==> config.mk <==
export PLATFORM = sky130hd
export DESIGN_NAME = cache_axi_arbiter
export DESIGN_NICKNAME = d
export VERILOG_FILES = /design/src/rtl/cache_arb_pkg.sv /design/src/rtl/rr_arb2.sv /design/src/rtl/cache_axi_arbiter.sv
export SDC_FILE = /design/constraint.sdc
export NUM_CORES = 1
export LEC_CHECK = 0
export ABC_CLOCK_PERIOD_IN_PS = 6850
export CORE_ASPECT_RATIO = 0.8
export CORE_MARGIN = 3
export CORE_UTILIZATION = 40
export CTS_BUF_LIST = sky130_fd_sc_hd__clkbuf_2 sky130_fd_sc_hd__clkbuf_4 sky130_fd_sc_hd__clkbuf_8
export DETAILED_ROUTE_END_ITERATION = 12
export GPL_TIMING_DRIVEN = 0
export PLACE_DENSITY = 0.84
export SLEW_MARGIN = 25
export SYNTH_ARGS = -nofsm -noshare
export SYNTH_HDL_FRONTEND = slang
export SYNTH_SLANG_ARGS = --single-unit
==> constraint.sdc <==
create_clock -name clk -period 6.85 [get_ports clk]
set_input_delay 1.0275 -clock clk [delete_from_list [all_inputs] [get_ports clk]]
set_output_delay 1.0275 -clock clk [all_outputs]
set_load 0.03 [all_outputs]
==> src/rtl/cache_arb_pkg.sv <==
// rtl/cache_arb_pkg.sv - shared types and helpers for the cache/AXI bridge arbiter
package cache_arb_pkg;

  localparam int unsigned DEF_RD_BEATS = 4;

  typedef enum logic [1:0] {
    IDLE   = 2'd0,
    BUSY_I = 2'd1,
    BUSY_D = 2'd2,
    REL    = 2'd3
  } arb_state_e;

  typedef enum logic {
    REQ_I = 1'b0,
    REQ_D = 1'b1
  } req_id_e;

  // Writes are always a single beat; reads are a full line unless arlenone is set.
  function automatic int unsigned load_beats(input logic        is_rd,
                                             input logic        arlenone,
                                             input int unsigned rd_beats);
    if (!is_rd) return 1;
    return arlenone ? 1 : rd_beats;
  endfunction

endpackage

==> src/rtl/rr_arb2.sv <==
// rtl/rr_arb2.sv - two-input round-robin picker
// Bit 0 is the I-cache, bit 1 the D-cache; on a tie the side that did not win last is picked.
module rr_arb2
  import cache_arb_pkg::*;
(
  input  logic [1:0] i_req,
  input  req_id_e    i_last,
  output logic [1:0] o_gnt
);

  always_comb begin
    o_gnt = i_req;
    if (i_req == 2'b11) begin
      o_gnt = (i_last == REQ_I) ? 2'b10 : 2'b01;
    end
  end

endmodule

==> src/rtl/cache_axi_arbiter.sv <==
// rtl/cache_axi_arbiter.sv - shares the AXI master bridge between I-cache and D-cache
// Grants one requester, forwards its fields to the bridge and holds the grant until all beats return.
module cache_axi_arbiter
  import cache_arb_pkg::*;
#(
  parameter int          DATA_BITS = 32,
  parameter int          TYPE_BITS = 3,
  parameter int unsigned RD_BEATS  = DEF_RD_BEATS
) (
  input  logic                 clk,
  input  logic                 rst,
  input  logic                 i_crreq_i,
  input  logic                 i_arlenone_i,
  input  logic [DATA_BITS-1:0] i_caddr_i,
  output logic                 i_wait_o,
  input  logic                 d_crreq_i,
  input  logic                 d_cwreq_i,
  input  logic                 d_arlenone_i,
  input  logic [TYPE_BITS-1:0] d_cwtype_i,
  input  logic [DATA_BITS-1:0] d_cdatain_i,
  input  logic [DATA_BITS-1:0] d_caddr_i,
  output logic                 d_wait_o,
  output logic [DATA_BITS-1:0] dataout_o,
  output logic                 m_crreq_o,
  output logic                 m_cwreq_o,
  output logic                 m_arlenone_o,
  output logic [TYPE_BITS-1:0] m_cwtype_o,
  output logic [DATA_BITS-1:0] m_cdatain_o,
  output logic [DATA_BITS-1:0] m_caddr_o,
  input  logic                 m_wait_i,
  input  logic [DATA_BITS-1:0] m_dataout_i
);

  localparam int CNT_W = $clog2(RD_BEATS + 1);

  arb_state_e           r_state;
  logic [CNT_W-1:0]     r_beat_cnt;
  req_id_e              r_last;
  logic                 r_d_is_rd;
  logic                 r_arlenone;
  logic [TYPE_BITS-1:0] r_cwtype;
  logic [DATA_BITS-1:0] r_cdatain;
  logic [DATA_BITS-1:0] r_caddr;

  logic                 w_i_act;
  logic                 w_d_act;
  logic [1:0]           w_gnt;
  logic                 w_drive;
  logic                 w_sel_d;
  logic                 w_d_rd;
  logic                 w_crreq;
  logic                 w_cwreq;
  logic                 w_arlenone;
  logic [TYPE_BITS-1:0] w_cwtype;
  logic [DATA_BITS-1:0] w_cdatain;
  logic [DATA_BITS-1:0] w_caddr;

  assign w_i_act = i_crreq_i;
  assign w_d_act = d_crreq_i | d_cwreq_i;

  rr_arb2 u_rr_arb2 (
    .i_req  ({w_d_act, w_i_act}),
    .i_last (r_last),
    .o_gnt  (w_gnt)
  );

  // In IDLE the picker's choice drives the bridge in the same cycle; reset blanks the port.
  always_comb begin
    w_drive = 1'b0;
    w_sel_d = 1'b0;
    w_d_rd  = d_crreq_i;
    case (r_state)
      IDLE: begin
        w_drive = |w_gnt;
        w_sel_d = w_gnt[1];
      end
      BUSY_I: w_drive = 1'b1;
      BUSY_D: begin
        w_drive = 1'b1;
        w_sel_d = 1'b1;
        w_d_rd  = r_d_is_rd;
      end
      default: w_drive = 1'b0;
    endcase
    w_drive = w_drive & rst;
  end

  // A D-cache read beats a simultaneous write; the write is picked up in a later arbitration.
  always_comb begin
    if (w_sel_d) begin
      w_crreq    = w_d_rd & d_crreq_i;
      w_cwreq    = ~w_d_rd & d_cwreq_i;
      w_arlenone = d_arlenone_i;
      w_cwtype   = d_cwtype_i;
      w_cdatain  = d_cdatain_i;
      w_caddr    = d_caddr_i;
    end else begin
      w_crreq    = i_crreq_i;
      w_cwreq    = 1'b0;
      w_arlenone = i_arlenone_i;
      w_cwtype   = '0;
      w_cdatain  = '0;
      w_caddr    = i_caddr_i;
    end
  end

  assign m_crreq_o    = w_drive & w_crreq;
  assign m_cwreq_o    = w_drive & w_cwreq;
  assign m_arlenone_o = w_drive ? w_arlenone : r_arlenone;
  assign m_cwtype_o   = w_drive ? w_cwtype   : r_cwtype;
  assign m_cdatain_o  = w_drive ? w_cdatain  : r_cdatain;
  assign m_caddr_o    = w_drive ? w_caddr    : r_caddr;
  assign dataout_o    = m_dataout_i;

  assign i_wait_o = (r_state == BUSY_I) ? m_wait_i : w_i_act;
  assign d_wait_o = (r_state == BUSY_D) ? m_wait_i : w_d_act;

  always_ff @(posedge clk or negedge rst) begin
    if (!rst) begin
      r_state    <= IDLE;
      r_beat_cnt <= '0;
      r_last     <= REQ_I;
      r_d_is_rd  <= 1'b0;
      r_arlenone <= 1'b0;
      r_cwtype   <= '0;
      r_cdatain  <= '0;
      r_caddr    <= '0;
    end else begin
      if (w_drive) begin
        r_arlenone <= w_arlenone;
        r_cwtype   <= w_cwtype;
        r_cdatain  <= w_cdatain;
        r_caddr    <= w_caddr;
      end
      case (r_state)
        IDLE: begin
          if (w_gnt[1]) begin
            r_state    <= BUSY_D;
            r_last     <= REQ_D;
            r_d_is_rd  <= d_crreq_i;
            r_beat_cnt <= CNT_W'(load_beats(d_crreq_i, d_arlenone_i, RD_BEATS));
          end else if (w_gnt[0]) begin
            r_state    <= BUSY_I;
            r_last     <= REQ_I;
            r_beat_cnt <= CNT_W'(load_beats(1'b1, i_arlenone_i, RD_BEATS));
          end
        end
        BUSY_I, BUSY_D: begin
          if (r_beat_cnt == '0) begin
            r_state <= REL;
          end else if (!m_wait_i) begin
            r_beat_cnt <= r_beat_cnt - CNT_W'(1);
            if (r_beat_cnt == CNT_W'(1)) r_state <= REL;
          end
        end
        REL:     r_state <= IDLE;
        default: r_state <= IDLE;
      endcase
    end
  end

  // The winner must keep its request up until its last beat has returned.
  a_i_hold: assert property (@(posedge clk) disable iff (!rst)
    (r_state == BUSY_I) |-> i_crreq_i);
  a_d_hold: assert property (@(posedge clk) disable iff (!rst)
    (r_state == BUSY_D) |-> (r_d_is_rd ? d_crreq_i : d_cwreq_i));

endmodule

==> run summary <==
result of the run: complete, no violations
required time of the worst setup path: 5.82 ns
post-place instance area: 5950 um^2
Cells after Synth: 432
number of H-tree levels: 3
distinct cell type count after synthesis: 29
EDFF count, synth: 0
final hold slack: 0.470 ns
Worst IR Drop VDD: 401 uV
vias per cell: 4.88
via count of the first global-routing pass: 3828
sort of element at the end of the critical path: primary output
non-filler cells, final: 770
Pre-antenna DRT Iters: 4
P per Cell Area: 556 nW/um^2
post-route clock skew: 0.0105 ns
num ports: 243
final routed wirelength across all metal layers: 11900 um
CP Capture Point: m_caddr_o[6]
fraction of final layout cells sized beyond drive strength 1: 11.2%
unrepaired setup endpoints after global routing: no
commonest non-fill, non-tap cell in the layout: sky130_fd_sc_hd__clkdlybuf4s50_1
startpoint-to-endpoint class of the critical path: in -> out
starting density of the core: 42.4%
final hold violation count: 0
overflow left after global routing: 0
leading cell types in the layout, fill and taps excluded: 208 x sky130_fd_sc_hd__clkdlybuf4s50_1, 109 x sky130_fd_sc_hd__nand2_1, 75 x sky130_fd_sc_hd__dfrtp_1
vias after detailed routing: 3754
synthesis-to-finish area growth: 66.9%
Yosys warning count: 0
area of the mapped netlist: 3700 um^2
share of the core filled with cells: 70.7%
clock tree sinks: 75
TritonCTS clock tree: yes
FF-to-FF path depth: 8
setup violators final: 0
origin of the worst min-delay path: r_cdatain[12]$_DFF_PN0_
Max-cap violations: 0
worst skew pair latency: 0.33 ns
ordered cell list for the critical path: clkdlybuf4s50_1 > a2bb2oi_2 > a21o_1 > clkbuf_1 > clkbuf_1 > nand2_1 > a21oi_1 > clkdlybuf4s50_1
number of pins exceeding their max-slew limit in the final report: 0
Crit Path Max Fanout: 10
n_diodes: 0
post-synth net total: 579
proportion of synthesized chip area in sequential cells: 50.7%
floorplan die area: 10500 um^2
global router's overall resource usage: 21.9%
normalized max-slew margin: 53.3%
Cells after DPL: 754
slew of the pin with the lowest slew margin: 0.701 ns
count of buffer and inverter cells on the critical path: 4
remaining antenna violation count: 0
terminus of the critical flop-to-flop path: r_caddr[9]$_DFF_PN0_
Post-Syn Area per Cell: 8.58 um^2
total negative slack: 0 ns
cell area after layout: 6180 um^2
crit path launch: d_cwreq_i
post-detailed-route DRC marker count: 0
routed length per instance: 15.4 um
worst min-delay path category: reg -> reg
number of rows in the core area: 30
ratio of final minimum period to clock period: 71.9%
number of hold buffers added after cts: 0
proportion of register bits with asynchronous set or reset after synthesis: 100%
Reg clk slew, reported paths: 0.08 ns
number of nets in the layout: 800
Iteration-0 DRC Markers: 141
final estimated routing congestion in global placement: 0.855
initial antenna violation count: 0
Root Buffer Master: sky130_fd_sc_hd__clkbuf_8
flip-flop cell with the highest count after synthesis: sky130_fd_sc_hd__dfrtp_1
cell leakage power: 0.00279 uW
post-synthesis sequential element count: 75
Fmax achieved: 203 MHz
Chip Height: 92.1 um
die width: 114 um
slowest cell delay on critical path: 0.74 ns
delay-heaviest family, CP: buffers and inverters
post_cts resized: 0
minimum clock period after layout: 4.93 ns
kind of launch point of the worst setup path: input pin
path length in cells of the critical path: 8
deepest clock path buffer count: 2
Slowest cell on crit path: sky130_fd_sc_hd__clkdlybuf4s50_1
port bufs: 209
wire length of the first global-routing pass: 18500 um
pin count of the biggest net entering global routing: 41
reg-to-reg critical path startpoint: r_state[1]$_DFFE_PN0P_
flop-to-flop setup slack: 4.30 ns
arrival time at the worst endpoint: 3.90 ns
core footprint: 8750 um^2
number of setup buffers added after CTS: 0
Detail Placement HPWL: 9310 um
CTS buffer count: 9
-- tightest hold or removal path, stage by stage (launching register included) --
cell,delay [ns]
sky130_fd_sc_hd__dfrtp_1,0.33
sky130_fd_sc_hd__nand2_1,0.04
sky130_fd_sc_hd__nand2_1,0.06
-- state kept, by name, summed over array words and instances (netlist names) --
signal and flops:
r_d_is_rd 1, r_cwtype 3, r_cdatain 32, r_arlenone 1, r_state 2, r_caddr 32, r_last 1, r_beat_cnt 3
-- area by class of cell --
class	instances	area, um^2
plain buffers	60	373
clock buffers	11	145
clock inverters	5	85.1
fillers	651	2560
inverters	8	30.0
multi-input cells	289	1430
flip-flops and latches	75	1880
well taps	112	140
repair buffers	210	2110
-- through the flow --
step / setup slack (ns) / power [uW]
floorplan: 3.23 / 2140
global placement: -0.629 / 3020
detailed placement: 1.89 / 3070
CTS: 1.89 / 3460
global route: 1.68 / 3660
finish: 1.92 / 3440
-- routing by layer --
| metal | up-vias | part of all wire [%] | GRT usage, % |
|---|---|---|---|
| met5 | - | 0 | 0 |
| met1 | 1744 | 41 | 26.8 |
| met2 | 164 | 49 | 37.3 |
| li1 | 1832 | - | - |
| met3 | 14 | 8.8 | 7.06 |
| met4 | 0 | 1.3 | 5.51 |
-- worst min path at each step --
stage | end | slack, ns | depth (start not counted)
2_1_floorplan | r_d_is_rd$_DFFE_PN0P_ | 0.47 | 1
3_3_place_gp | r_cdatain[22]$_DFF_PN0_ | 0.45 | 2
3_5_place_dp | r_cdatain[26]$_DFF_PN0_ | 0.45 | 2
4_1_cts | r_cdatain[26]$_DFF_PN0_ | 0.47 | 2
5_1_grt | r_cdatain[2]$_DFF_PN0_ | 0.50 | 2
6_report | r_cdatain[12]$_DFF_PN0_ | 0.47 | 2
-- Yosys cell counts (2+ instances only) --
master / instances / area [um^2]
sky130_fd_sc_hd__mux2_2: 5 / 56.3
sky130_fd_sc_hd__nand2b_1: 3 / 18.8
sky130_fd_sc_hd__dfrtp_1: 75 / 1880
sky130_fd_sc_hd__clkbuf_1: 13 / 48.8
sky130_fd_sc_hd__inv_1: 8 / 30.0
sky130_fd_sc_hd__a21o_1: 2 / 15.0
sky130_fd_sc_hd__ha_1: 8 / 100
sky130_fd_sc_hd__buf_4: 33 / 248
sky130_fd_sc_hd__mux2i_1: 2 / 20.0
sky130_fd_sc_hd__o21ai_0: 6 / 30.0
sky130_fd_sc_hd__a21oi_1: 69 / 345
sky130_fd_sc_hd__nand3_1: 37 / 185
sky130_fd_sc_hd__buf_2: 13 / 65.1
sky130_fd_sc_hd__nand2_1: 109 / 409
sky130_fd_sc_hd__nor2_1: 35 / 131
-- cells by family after synthesis --
group           share of synthesized area [%]
simple gates                             21.5
compound gates                           12.0
flops                                    50.7
buf+inv                                  10.9
fa+ha+maj                                2.70
mux                                      2.06
xor+xnor                                0.236
-- power breakdown --
part	switching (uW)	internal (uW)	total [uW]	leakage [uW]
Sequential	68.1	661	729	0.000916
Clock	161	221	382	0.000114
Combinational	1460	875	2330	0.00176
Total	1680	1760	3440	0.00279
No activity file was read; power rests on OpenSTA's default activity.
